$ cat config.mk
export PLATFORM = sky130hd
export DESIGN_NAME = mem_bus_master
export DESIGN_NICKNAME = d
export VERILOG_FILES = /design/src/rtl/mem_bus_master.sv
export SDC_FILE = /design/constraint.sdc
export NUM_CORES = 1
export LEC_CHECK = 0
export BUFFER_PORTS_ARGS = -buffer_cell sky130_fd_sc_hd__buf_2
export CAP_MARGIN = 20
export CORE_ASPECT_RATIO = 0.7
export CORE_MARGIN = 1
export CORE_UTILIZATION = 48
export CTS_BUF_LIST = sky130_fd_sc_hd__clkbuf_4 sky130_fd_sc_hd__clkbuf_8
export DETAILED_ROUTE_END_ITERATION = 16
export MAX_ROUTING_LAYER = met4
export PLACE_DENSITY_LB_ADDON = 0.05
export SETUP_SLACK_MARGIN = 0.5
export SYNTH_ARGS = -nofsm -noshare
export SYNTH_HDL_FRONTEND = slang
export SYNTH_SLANG_ARGS = --single-unit
$ cat constraint.sdc
create_clock -name clk -period 3.18 [get_ports clk]
set_clock_uncertainty 0.15 [all_clocks]
set_input_delay 0.318 -clock clk [delete_from_list [all_inputs] [get_ports clk]]
set_output_delay 0.318 -clock clk [all_outputs]
set_load 0.1 [all_outputs]
$ cat src/rtl/mem_bus_master.sv
// LC-3 memory bus initiator: turns a one-cycle load/store request into a bus
// transaction with a minimum MIOEN hold time and a timeout.
module mem_bus_master #(
    parameter int unsigned MIN_WAIT = 1,
    parameter int unsigned TIMEOUT  = 15
) (
    input  logic        clk,
    input  logic        rst_n,
    input  logic        req,
    input  logic        we,
    input  logic [15:0] addr,
    input  logic [15:0] wdata,
    output logic        busy,
    output logic        done,
    output logic        err,
    output logic [15:0] rdata,
    output logic        MIOEN,
    output logic        RW,
    output logic [15:0] memAddr,
    output logic [15:0] memWData,
    input  logic [15:0] memRData,
    input  logic        R
);

    localparam int unsigned CntW = $clog2(TIMEOUT + 1);
    localparam logic [CntW-1:0] TimeCnt = CntW'(TIMEOUT - 1);

    typedef enum logic [1:0] {StIdle, StAccess, StDone} state_e;

    state_e          state_q;
    logic [15:0]     mar_q;
    logic [15:0]     mdr_q;
    logic            we_q;
    logic            err_q;
    logic [CntW-1:0] cnt_q;
    logic            busy_q;
    logic            done_q;
    logic            mioen_q;
    logic            rw_q;
    logic            min_ok;

    // cnt_q counts completed ACCESS cycles, so cnt_q + 1 is the current cycle number.
    assign min_ok = (32'(cnt_q) + 32'd1) >= MIN_WAIT;

    always_ff @(posedge clk or negedge rst_n) begin
        if (!rst_n) begin
            state_q <= StIdle;
            mar_q   <= '0;
            mdr_q   <= '0;
            we_q    <= 1'b0;
            err_q   <= 1'b0;
            cnt_q   <= '0;
            busy_q  <= 1'b0;
            done_q  <= 1'b0;
            mioen_q <= 1'b0;
            rw_q    <= 1'b0;
        end else begin
            case (state_q)
                StIdle: begin
                    if (req) begin
                        mar_q   <= addr;
                        we_q    <= we;
                        if (we) mdr_q <= wdata;
                        cnt_q   <= '0;
                        err_q   <= 1'b0;
                        busy_q  <= 1'b1;
                        mioen_q <= 1'b1;
                        rw_q    <= we;
                        state_q <= StAccess;
                    end
                end
                StAccess: begin
                    if (R && min_ok) begin
                        if (!we_q) mdr_q <= memRData;
                        mioen_q <= 1'b0;
                        rw_q    <= 1'b0;
                        done_q  <= 1'b1;
                        state_q <= StDone;
                    end else if (cnt_q == TimeCnt) begin
                        err_q   <= 1'b1;
                        mioen_q <= 1'b0;
                        rw_q    <= 1'b0;
                        done_q  <= 1'b1;
                        state_q <= StDone;
                    end else begin
                        cnt_q <= cnt_q + CntW'(1);
                    end
                end
                StDone: begin
                    busy_q  <= 1'b0;
                    done_q  <= 1'b0;
                    state_q <= StIdle;
                end
                default: begin
                    busy_q  <= 1'b0;
                    done_q  <= 1'b0;
                    mioen_q <= 1'b0;
                    rw_q    <= 1'b0;
                    state_q <= StIdle;
                end
            endcase
        end
    end

    assign busy     = busy_q;
    assign done     = done_q;
    assign err      = done_q & err_q;
    assign rdata    = mdr_q;
    assign MIOEN    = mioen_q;
    assign RW       = rw_q;
    assign memAddr  = mar_q;
    assign memWData = mdr_q;

endmodule

==> impl_metrics.tcl <==
set metrics [dict create \
    rrSetupSlack_ps 860 \
    finalSetupViolCount 0 \
    drive_gt1_share_pct 52.2 \
    dp_hpwl_mm 3.09 \
    vias 1656 \
    r2r_cells 7 \
    syn2layout_area_growth_pct 25.9 \
    tightest_slew_ps 935 \
    cts_root_buf "clkbuf_8" \
    numCtsBuffers 5 \
    port_buffers 105 \
    first_iter_violations 55 \
    dieArea_mm2 0.00482 \
    dp_slack_ps 531 \
    num-nets-final 346 \
    start_kind "flip-flop" \
    grt_pass1_wl_mm 6.80 \
    rsz0062_at_grt "no" \
    cts_tree "built" \
    tns_ps 0 \
    die_width_um 82.5 \
    max_slew_margin_pct 37.7 \
    via_per_inst 4.79 \
    ys_ff_latch 44 \
    arrival_ps 2350 \
    ys_seq_area_share_pct 50.5 \
    grt_pass1_vias 1488 \
    core-area_mm2 0.00435 \
    antenna_cells 0 \
    path_max_fanout 16 \
    avgSynthCellArea_um2 11.0 \
    fin_area_mm2 0.00274 \
    reg2reg_from "cnt_q[0]$_DFFE_PN0P_" \
    hold_viol 0 \
    drc_errors 0 \
    crit_path_start "cnt_q[0]$_DFFE_PN0P_" \
    crit_required_ps 3210 \
    cts.path.max_buffers 2 \
    track_usage_pct 19.9 \
    synthCells 198 \
    min_period_ps 2320 \
    clk_pin_slew_worst_paths_ps 80 \
    r2r-end "memWData[5]$_DFFE_PN0P_" \
    min_path_type "in2async" \
    fmax_ghz 0.431 \
    gp_congestion 0.832 \
    synth.distinct_cells 30 \
    htreeDepth 2 \
    rows 20 \
    ios 106 \
    die_y_um 58.4 \
    synth_warnings 0 \
    syn_nets 254 \
    drt-total-wl_mm 4.28 \
    clk_latency_ps 290 \
    nFillCells 365 \
    dpl_cell_area_mm2 0.00263 \
    dr.pass1.iters 4 \
    finalCritPeriodShare_pct 73.0 \
    drv_cap 0 \
    layout_commonest_cell "buf_2" \
    wire_per_inst_um 12.4 \
    grt_max_degree 45 \
    setup.worst_path.class "reg2reg" \
    cp-endpoint "memWData[5]$_DFFE_PN0P_" \
    syn_area_mm2 0.00218 \
    drv_slew 0 \
    final_util_pct 63.0 \
    status "finished, final reports clean" \
    antenna_found_initial 0 \
    mostFrequentLayoutCells "buf_2 (105), nand2_1 (56), dfrtp_1 (44), mux2_2 (22), mux2_4 (10)" \
    worst_slack_ps 859 \
    cp-end-kind "flip-flop" \
    overflow 0 \
    ant_nets 0 \
    clkSinkCount 44 \
    start_util_pct 50.0 \
]
## cells in the mapped netlist
cell / count / area (um2)
ha_1: 3 / 37.5
nor2b_1: 1 / 6.26
dfrtp_1: 44 / 1100
nor4b_1: 1 / 8.76
nand2_1: 56 / 210
or2_2: 1 / 6.26
o21bai_1: 1 / 7.51
mux2_2: 22 / 248
o21a_1: 1 / 7.51
o21ai_0: 2 / 10.0
buf_12: 1 / 20.0
mux2_4: 10 / 150
mux2i_1: 4 / 40.0
o22ai_1: 2 / 12.5
nand3_1: 3 / 15.0
and3b_1: 1 / 8.76
inv_1: 6 / 22.5
o221ai_1: 1 / 8.76
o22a_2: 1 / 10.0
and3_1: 1 / 6.26
clkbuf_1: 4 / 15.0
nor2_1: 5 / 18.8
o211ai_1: 1 / 7.51
a21o_1: 2 / 15.0
a21oi_1: 3 / 15.0
buf_2: 2 / 10.0
o32ai_4: 1 / 27.5
buf_4: 16 / 120
and2_1: 1 / 6.26
nand2b_1: 1 / 6.26
## final cells by class
class / count / area, um2 / share of cell area, %
clock buffer: 8 / 97.6 / 3.56
sequential: 44 / 1100 / 40.1
multi-input combinational: 125 / 892 / 32.5
inverter: 6 / 22.5 / 0.821
tap: 55 / 68.8 / 2.51
timing repair buffer: 108 / 561 / 20.4
## kinds of logic after synthesis
| family | count (synthesis) | share of synthesized area (%) |
|---|---|---|
| fa+ha+maj | 3 | 1.72 |
| compound gates | 15 | 5.57 |
| simple gates | 71 | 13.4 |
| mux | 36 | 20.1 |
| buf+inv | 29 | 8.62 |
| flops | 44 | 50.5 |
## worst min-delay path by stage
| stage | slack (ps) | to | from | depth (start not counted) |
|---|---|---|---|---|
| 3_5_place_dp | 310 | memAddr[7]$_DFFE_PN0P_ | memAddr[7]$_DFFE_PN0P_ | 2 |
| 5_1_grt | 50 | memAddr[0]$_DFFE_PN0P_ | addr[0] | 3 |
| 4_1_cts | 50 | memWData[8]$_DFFE_PN0P_ | rst_n | 1 |
| 6_report | 10 | memWData[8]$_DFFE_PN0P_ | rst_n | 1 |
| 3_3_place_gp | 300 | memAddr[14]$_DFFE_PN0P_ | memAddr[14]$_DFFE_PN0P_ | 2 |
| 2_1_floorplan | -130 | MIOEN$_DFFE_PN0P_ | rst_n | 0 |
## metal layers
metal | part of all wire [%] | track usage [%] | vias up
li1 | - | - | 821
met1 | 51 | 28.4 | 764
met2 | 41 | 27.0 | 63
met3 | 6.8 | 5.27 | 8
met4 | 1.5 | 8.13 | 0
met5 | 0 | - | -
## stage by stage
step / hold WS, ps / instances
final: 13.5 / 346
after CTS: 48.1 / 345
after global placement: 304 / 337
after global routing: 49.9 / 346
after floorplan: -128 / 198
after detailed placement: 311 / 337
## repair_timing
| item | 4_1_cts | 5_1_grt |
|---|---|---|
| setup buffers | 0 | 1 |
| resized for setup | 0 | 0 |
| endpoints found under the setup margin | 0 | 16 |
| hold buffers | 0 | 0 |
## critical path, cell delays in order, from the launching register on
cell and delay [ps]:
dfrtp_1 430, inv_1 90, ha_1 310, nor4b_1 400, o22a_2 250, o32ai_4 90
buf_12 190, mux2_4 290
## sequential cells by signal, indices dropped and copies added, names as in the netlist
name and flops:
memAddr 16, memWData 16, cnt_q 4, state_q 2
MIOEN 1, RW 1, busy 1, done 1
err_q 1, we_q 1
Power is not shown: default switching activity piles up to over one toggle a cycle in this logic, so the estimate is an artifact.
